<file path="src/rtl/audio_addr_gen.sv">
// Flash-to-audio sample sequencer: fetches packed words over an Avalon-style read port and
// emits one SAMPLE_W slice per sample_tick, forward or reverse, with loop/stop and restart.
module audio_addr_gen #(
    parameter int unsigned       ADDR_W     = 23,
    parameter int unsigned       DATA_W     = 32,
    parameter int unsigned       SAMPLE_W   = 16,
    parameter logic [ADDR_W-1:0] START_ADDR = '0,
    parameter logic [ADDR_W-1:0] END_ADDR   = 23'h7FFFF,
    parameter bit                LOOP       = 1'b1
) (
    input  logic                clk,
    input  logic                reset_n,
    input  logic                sample_tick,
    input  logic                play,
    input  logic                forward,
    input  logic                restart,
    output logic                flash_read,
    output logic [ADDR_W-1:0]   flash_addr,
    input  logic                flash_waitrequest,
    input  logic                flash_readdatavalid,
    input  logic [DATA_W-1:0]   flash_readdata,
    output logic [SAMPLE_W-1:0] sample_out,
    output logic                sample_valid,
    output logic                at_end,
    output logic                underrun
);

    localparam int unsigned      SPW      = DATA_W / SAMPLE_W;
    localparam int unsigned      IDX_W    = (SPW > 1) ? $clog2(SPW) : 1;
    localparam logic [IDX_W-1:0] IDX_LAST = IDX_W'(SPW - 1);

    typedef enum logic [1:0] {StIdle, StReq, StWaitData, StReady} state_e;

    state_e              state_q, state_d;
    logic [ADDR_W-1:0]   addr_q, addr_d;
    logic                stopped_q, stopped_d;
    logic                pend_q, pend_d;
    logic [DATA_W-1:0]   word_q, word_d;
    logic [IDX_W-1:0]    idx_q, idx_d;
    logic                dir_q, dir_d;
    logic                flash_read_q, flash_read_d;
    logic [ADDR_W-1:0]   flash_addr_q, flash_addr_d;
    logic [SAMPLE_W-1:0] sample_q, sample_d;
    logic                valid_q, valid_d;
    logic                at_end_q, at_end_d;
    logic                underrun_q, underrun_d;

    logic [ADDR_W-1:0]   restart_addr;
    logic [ADDR_W-1:0]   next_addr;
    logic                at_bound;
    logic                exhausted;
    logic                run_tick;

    always_comb begin
        state_d      = state_q;
        addr_d       = addr_q;
        stopped_d    = stopped_q;
        pend_d       = pend_q;
        word_d       = word_q;
        idx_d        = idx_q;
        dir_d        = dir_q;
        flash_read_d = flash_read_q;
        flash_addr_d = flash_addr_q;
        sample_d     = sample_q;
        valid_d      = 1'b0;
        at_end_d     = 1'b0;
        underrun_d   = 1'b0;

        run_tick     = sample_tick && play;
        restart_addr = forward ? START_ADDR : END_ADDR;
        exhausted    = dir_q ? (idx_q == IDX_LAST) : (idx_q == '0);
        at_bound     = dir_q ? (addr_q == END_ADDR) : (addr_q == START_ADDR);
        if (dir_q) begin
            next_addr = at_bound ? START_ADDR : addr_q + 1'b1;
        end else begin
            next_addr = at_bound ? END_ADDR : addr_q - 1'b1;
        end

        unique case (state_q)
            StIdle: begin
                underrun_d = run_tick && !stopped_q;
                if (restart) begin
                    addr_d    = restart_addr;
                    stopped_d = 1'b0;
                end else if (play && !stopped_q) begin
                    state_d      = StReq;
                    flash_read_d = 1'b1;
                    flash_addr_d = addr_q;
                end
            end
            StReq: begin
                underrun_d = run_tick;
                if (restart) pend_d = 1'b1;
                if (!flash_waitrequest) begin
                    flash_read_d = 1'b0;
                    state_d      = StWaitData;
                end
            end
            StWaitData: begin
                underrun_d = run_tick;
                if (restart) pend_d = 1'b1;
                if (flash_readdatavalid) begin
                    // A restart seen during the transaction drops the returned word.
                    if (pend_q || restart) begin
                        pend_d    = 1'b0;
                        addr_d    = restart_addr;
                        stopped_d = 1'b0;
                        state_d   = StIdle;
                    end else begin
                        word_d  = flash_readdata;
                        dir_d   = forward;
                        idx_d   = forward ? '0 : IDX_LAST;
                        state_d = StReady;
                    end
                end
            end
            StReady: begin
                if (restart) begin
                    addr_d    = restart_addr;
                    stopped_d = 1'b0;
                    state_d   = StIdle;
                end else if (run_tick) begin
                    sample_d = word_q[int'(idx_q) * SAMPLE_W +: SAMPLE_W];
                    valid_d  = 1'b1;
                    if (!exhausted) begin
                        idx_d = dir_q ? idx_q + 1'b1 : idx_q - 1'b1;
                    end else if (at_bound && !LOOP) begin
                        at_end_d  = 1'b1;
                        stopped_d = 1'b1;
                        addr_d    = dir_q ? START_ADDR : END_ADDR;
                        state_d   = StIdle;
                    end else begin
                        addr_d       = next_addr;
                        state_d      = StReq;
                        flash_read_d = 1'b1;
                        flash_addr_d = next_addr;
                    end
                end
            end
            default: state_d = StIdle;
        endcase
    end

    always_ff @(posedge clk or negedge reset_n) begin
        if (!reset_n) begin
            state_q      <= StIdle;
            addr_q       <= START_ADDR;
            stopped_q    <= 1'b0;
            pend_q       <= 1'b0;
            word_q       <= '0;
            idx_q        <= '0;
            dir_q        <= 1'b1;
            flash_read_q <= 1'b0;
            flash_addr_q <= START_ADDR;
            sample_q     <= '0;
            valid_q      <= 1'b0;
            at_end_q     <= 1'b0;
            underrun_q   <= 1'b0;
        end else begin
            state_q      <= state_d;
            addr_q       <= addr_d;
            stopped_q    <= stopped_d;
            pend_q       <= pend_d;
            word_q       <= word_d;
            idx_q        <= idx_d;
            dir_q        <= dir_d;
            flash_read_q <= flash_read_d;
            flash_addr_q <= flash_addr_d;
            sample_q     <= sample_d;
            valid_q      <= valid_d;
            at_end_q     <= at_end_d;
            underrun_q   <= underrun_d;
        end
    end

    assign flash_read   = flash_read_q;
    assign flash_addr   = flash_addr_q;
    assign sample_out   = sample_q;
    assign sample_valid = valid_q;
    assign at_end       = at_end_q;
    assign underrun     = underrun_q;

endmodule

</file>
<file path="config.mk">
export PLATFORM = sky130hd
export DESIGN_NAME = audio_addr_gen
export DESIGN_NICKNAME = d
export VERILOG_FILES = /design/src/rtl/audio_addr_gen.sv
export SDC_FILE = /design/constraint.sdc
export NUM_CORES = 1
export LEC_CHECK = 0
export ABC_AREA = 0
export BUFFER_PORTS_ARGS = -buffer_cell sky130_fd_sc_hd__buf_2
export CORE_MARGIN = 4
export CORE_UTILIZATION = 37
export DETAILED_ROUTE_END_ITERATION = 7
export GPL_TIMING_DRIVEN = 1
export PLACE_DENSITY = 0.54
export SYNTH_ARGS = -nofsm -noshare
export SYNTH_HDL_FRONTEND = slang
export SYNTH_SLANG_ARGS = --single-unit
</file>
<file path="constraint.sdc">
create_clock -name clk -period 6.8 [get_ports clk]
set_input_delay 0 -clock clk [delete_from_list [all_inputs] [get_ports clk]]
set_output_delay 0 -clock clk [all_outputs]
set_load 0.03 [all_outputs]
</file>
==> impl_metrics.ini <==
[min_path]
hold_start = restart
hold_class = in -> reg
holdPathEnd = pend_q
hold_path_depth = 3

[route]
initialDrtViolationCount = 304
drc = 0
dr.pass1.iters = 5
routed-via-count = 5342
wirelength_um = 16700
antenna_left = 0
viasPerCell = 5.53
wire_per_inst_um = 17.3

[logic_synthesis]
netlist_area_sq_mm = 0.00576
synth_edf_count = 0
synthMuxAreaShare_pct = 2.95
yosys_most_used_dff = dfrtp_1
synth-xor-area-share_pct = 5.02
synthCells = 666
yosys.area_share.simple_pct = 22.9
synth-compound-area-share_pct = 17.8
yosysWarnings = 0
synth_top_family_by_area = simple AND/OR/NAND/NOR gates
ys_seq_area_share_pct = 44.3
yosys_register_bits = 102
syn_area_per_cell_sq_um = 8.65
synth_async_sr_flop_share_pct = 100
ys_types = 63
synth_nets = 716
synth_fa_ha_area_share_pct = 2.17

[power_and_ir_drop]
powerDensity_mw_per_mm2 = 428
p_total_mw = 2.97
p_leak_nw = 3.14
vdd_drop_max_mv = 0.168

[placement]
io_buffers = 81
place_hpwl_um = 11200
place_area_sq_mm = 0.00625
dp.cells = 912
gp_congestion = 0.929

[sta]
tightest_slew_ns = 1.21
setup_viol = 0
skew_ns = 0.00730
slew-limit-headroom_pct = 19.1
fin_crit_ns = 3.71
final.setup.tns_ns = 0
rsz0062_at_grt = false
fin_crit_sh_pct = 54.5
drv_slew = 0
hold_violations = 0
timing.fmax_mhz = 270

[layout]
final_cell_mix = nand2_1 (159), dfrtp_1 (101), buf_2 (80), o21ai_0 (43), dlygate4sd3_1 (38)
final_common_cell = nand2_1
design_area_sq_mm = 0.00692
fin_nets = 800
n_antenna_cell = 0
drive_gt1_share_pct = 16.3
fill_cells = 1486
fin_cells = 966
area_growth_pct = 20.1

[cts]
cts_setup_buffers = 0
cts_resized = 0
ctsHoldBuffers = 38
cts_tree = yes
clkTransAtPathRegs_ns = 0.07
htreeDepth = 3
ctsRootBufferMaster = clkbuf_16
cts_buffer_depth = 2
cts_buffers = 9
clock-sinks = 102
insertion_delay_ns = 0.35

[grt]
grt_overflow = 0
track_usage_pct = 19.2
grt_max_degree = 77
grt_pass1_vias = 5240
antenna_found_initial = 1
grt_pass1_wl_um = 27400

[floorplanning]
die-area_sq_mm = 0.0176
die_w_um = 133
io_pins = 83
die_h_um = 133
start_util_pct = 37.8
num_rows = 45
core-area_sq_mm = 0.0153

[flow_run]
maxCapViolCount = 0

[critical_path]
worstReg2RegStart = state_q[1]
arrival_ns = 4.00
cpLargestDelayFamily = buffers and inverters
worstSetupStartpointType = register
slowest_stage = nor4_1
r2r_end = addr_q[20]
worstPathCellList = ha_1 > buf_4 > inv_1 > nor2_1 > buf_4 > a2111o_1 > nor4_1 > nand2_1 > a21bo_2
crit_buf_inv = 3
slowest_delay_ns = 0.74
end_kind = register
cp_common_cell = buf_4
reg2reg_slack_ns = 3.09
reg2reg_depth = 9
crit_fanout = 30
required_ns = 7.10
crit_type = reg -> reg

[outcome]
status = finished clean
[per-stage QoR]
step | hold WS, ns | setup slack (ns) | util, %
finish | 0.0140 | 3.09 | 45.4
global route | 0.0651 | 2.91 | 45.4
CTS | 0.00238 | 3.15 | 45.4
detailed placement | -0.0479 | 3.18 | 41.0
global placement | -0.0593 | 3.31 | 41.0
floorplan | -0.296 | 4.34 | -
[area by class of cell]
class,count,area (sq um),share of cell area (%)
clock buffer,11,253,3.65
clock inverter,5,40.0,0.578
inverter,11,41.3,0.596
multi-input combinational,501,2940,42.4
sequential,102,2550,36.9
tap,211,264,3.81
timing repair buffer,125,833,12.0
[cells by family (layout without fill, tap and decap cells)]
group,after synthesis,count (layout)
buffers and inverters,63,152
AOI/OAI and AO/OA,151,151
adders and majority gates,10,10
other,1,1
xor gates and xnor gates,33,33
DFF,102,102
muxes,17,17
and+or+nand+nor,289,289
[flip-flops by register name, summed over array words and instances, names as in the netlist]
signal and count:
flash_addr 23, sample_valid 1, underrun 1, sample_out 16
state_q 2, dir_q 1, pend_q 1, flash_read 1
idx_q 1, addr_q 23, word_q 32
[worst reg2reg max path, stage by stage, from the launching register on]
cell and delay, ns:
dfrtp_1 0.44, ha_1 0.21, buf_4 0.25, inv_1 0.61, nor2_1 0.11, buf_4 0.23
a2111o_1 0.71, nor4_1 0.75, nand2_1 0.12, a21bo_2 0.22
[cell usage after synthesis (3+ instances only)]
master | instances | share of area (%)
nor4_1 | 11 | 1.2
nand3_1 | 24 | 2.1
nand2_1 | 159 | 10
or4_1 | 3 | 0.39
a21oi_1 | 31 | 2.7
o311ai_0 | 5 | 0.76
or3_1 | 6 | 0.65
clkbuf_1 | 37 | 2.4
nor3_2 | 3 | 0.52
nand4_1 | 6 | 0.65
o21ai_1 | 4 | 0.35
o21ai_0 | 43 | 3.7
mux2i_1 | 17 | 3.0
o31ai_1 | 4 | 0.52
inv_1 | 11 | 0.72
o22a_1 | 3 | 0.46
buf_6 | 3 | 0.59
a31oi_1 | 10 | 1.1
nor3_1 | 16 | 1.4
nor2_1 | 36 | 2.3
a22o_1 | 4 | 0.61
xor2_1 | 12 | 1.8
dfrtp_1 | 101 | 44
a22oi_1 | 7 | 0.91
xnor2_1 | 21 | 3.2
or3_4 | 3 | 0.59
buf_2 | 10 | 0.87
nand2b_1 | 3 | 0.33
a221o_1 | 9 | 1.6
o32a_1 | 3 | 0.52
ha_1 | 10 | 2.2
a211oi_1 | 3 | 0.39
and3_1 | 7 | 0.76
[worst max path at each step]
stage / start / to / slack [ns] / cells past startpoint
detailed placement: state_q[1] / addr_q[20] / 3.18 / 9
floorplan: addr_q[0] / addr_q[9] / 4.34 / 8
global route: state_q[1] / addr_q[20] / 2.91 / 9
CTS: state_q[1] / addr_q[20] / 3.15 / 9
global placement: state_q[1] / addr_q[20] / 3.31 / 9
finish: state_q[1] / addr_q[20] / 3.09 / 9
[routing by layer]
layer / GRT usage, % / vias to the layer above / routed length [um]
met4: 7.51 / 2 / 456
met5: 0 / - / 15
met3: 4.75 / 44 / 1190
li1: - / 2503 / -
met1: 26.4 / 2579 / 7450
met2: 29.1 / 214 / 7550
[power breakdown]
| part | switching, mW | internal [mW] | total [mW] |
|---|---|---|---|
| logic | 0.820 | 0.487 | 1.31 |
| registers | 0.300 | 0.848 | 1.15 |
| clock network | 0.238 | 0.273 | 0.511 |
(Power assumes the default switching activity.)
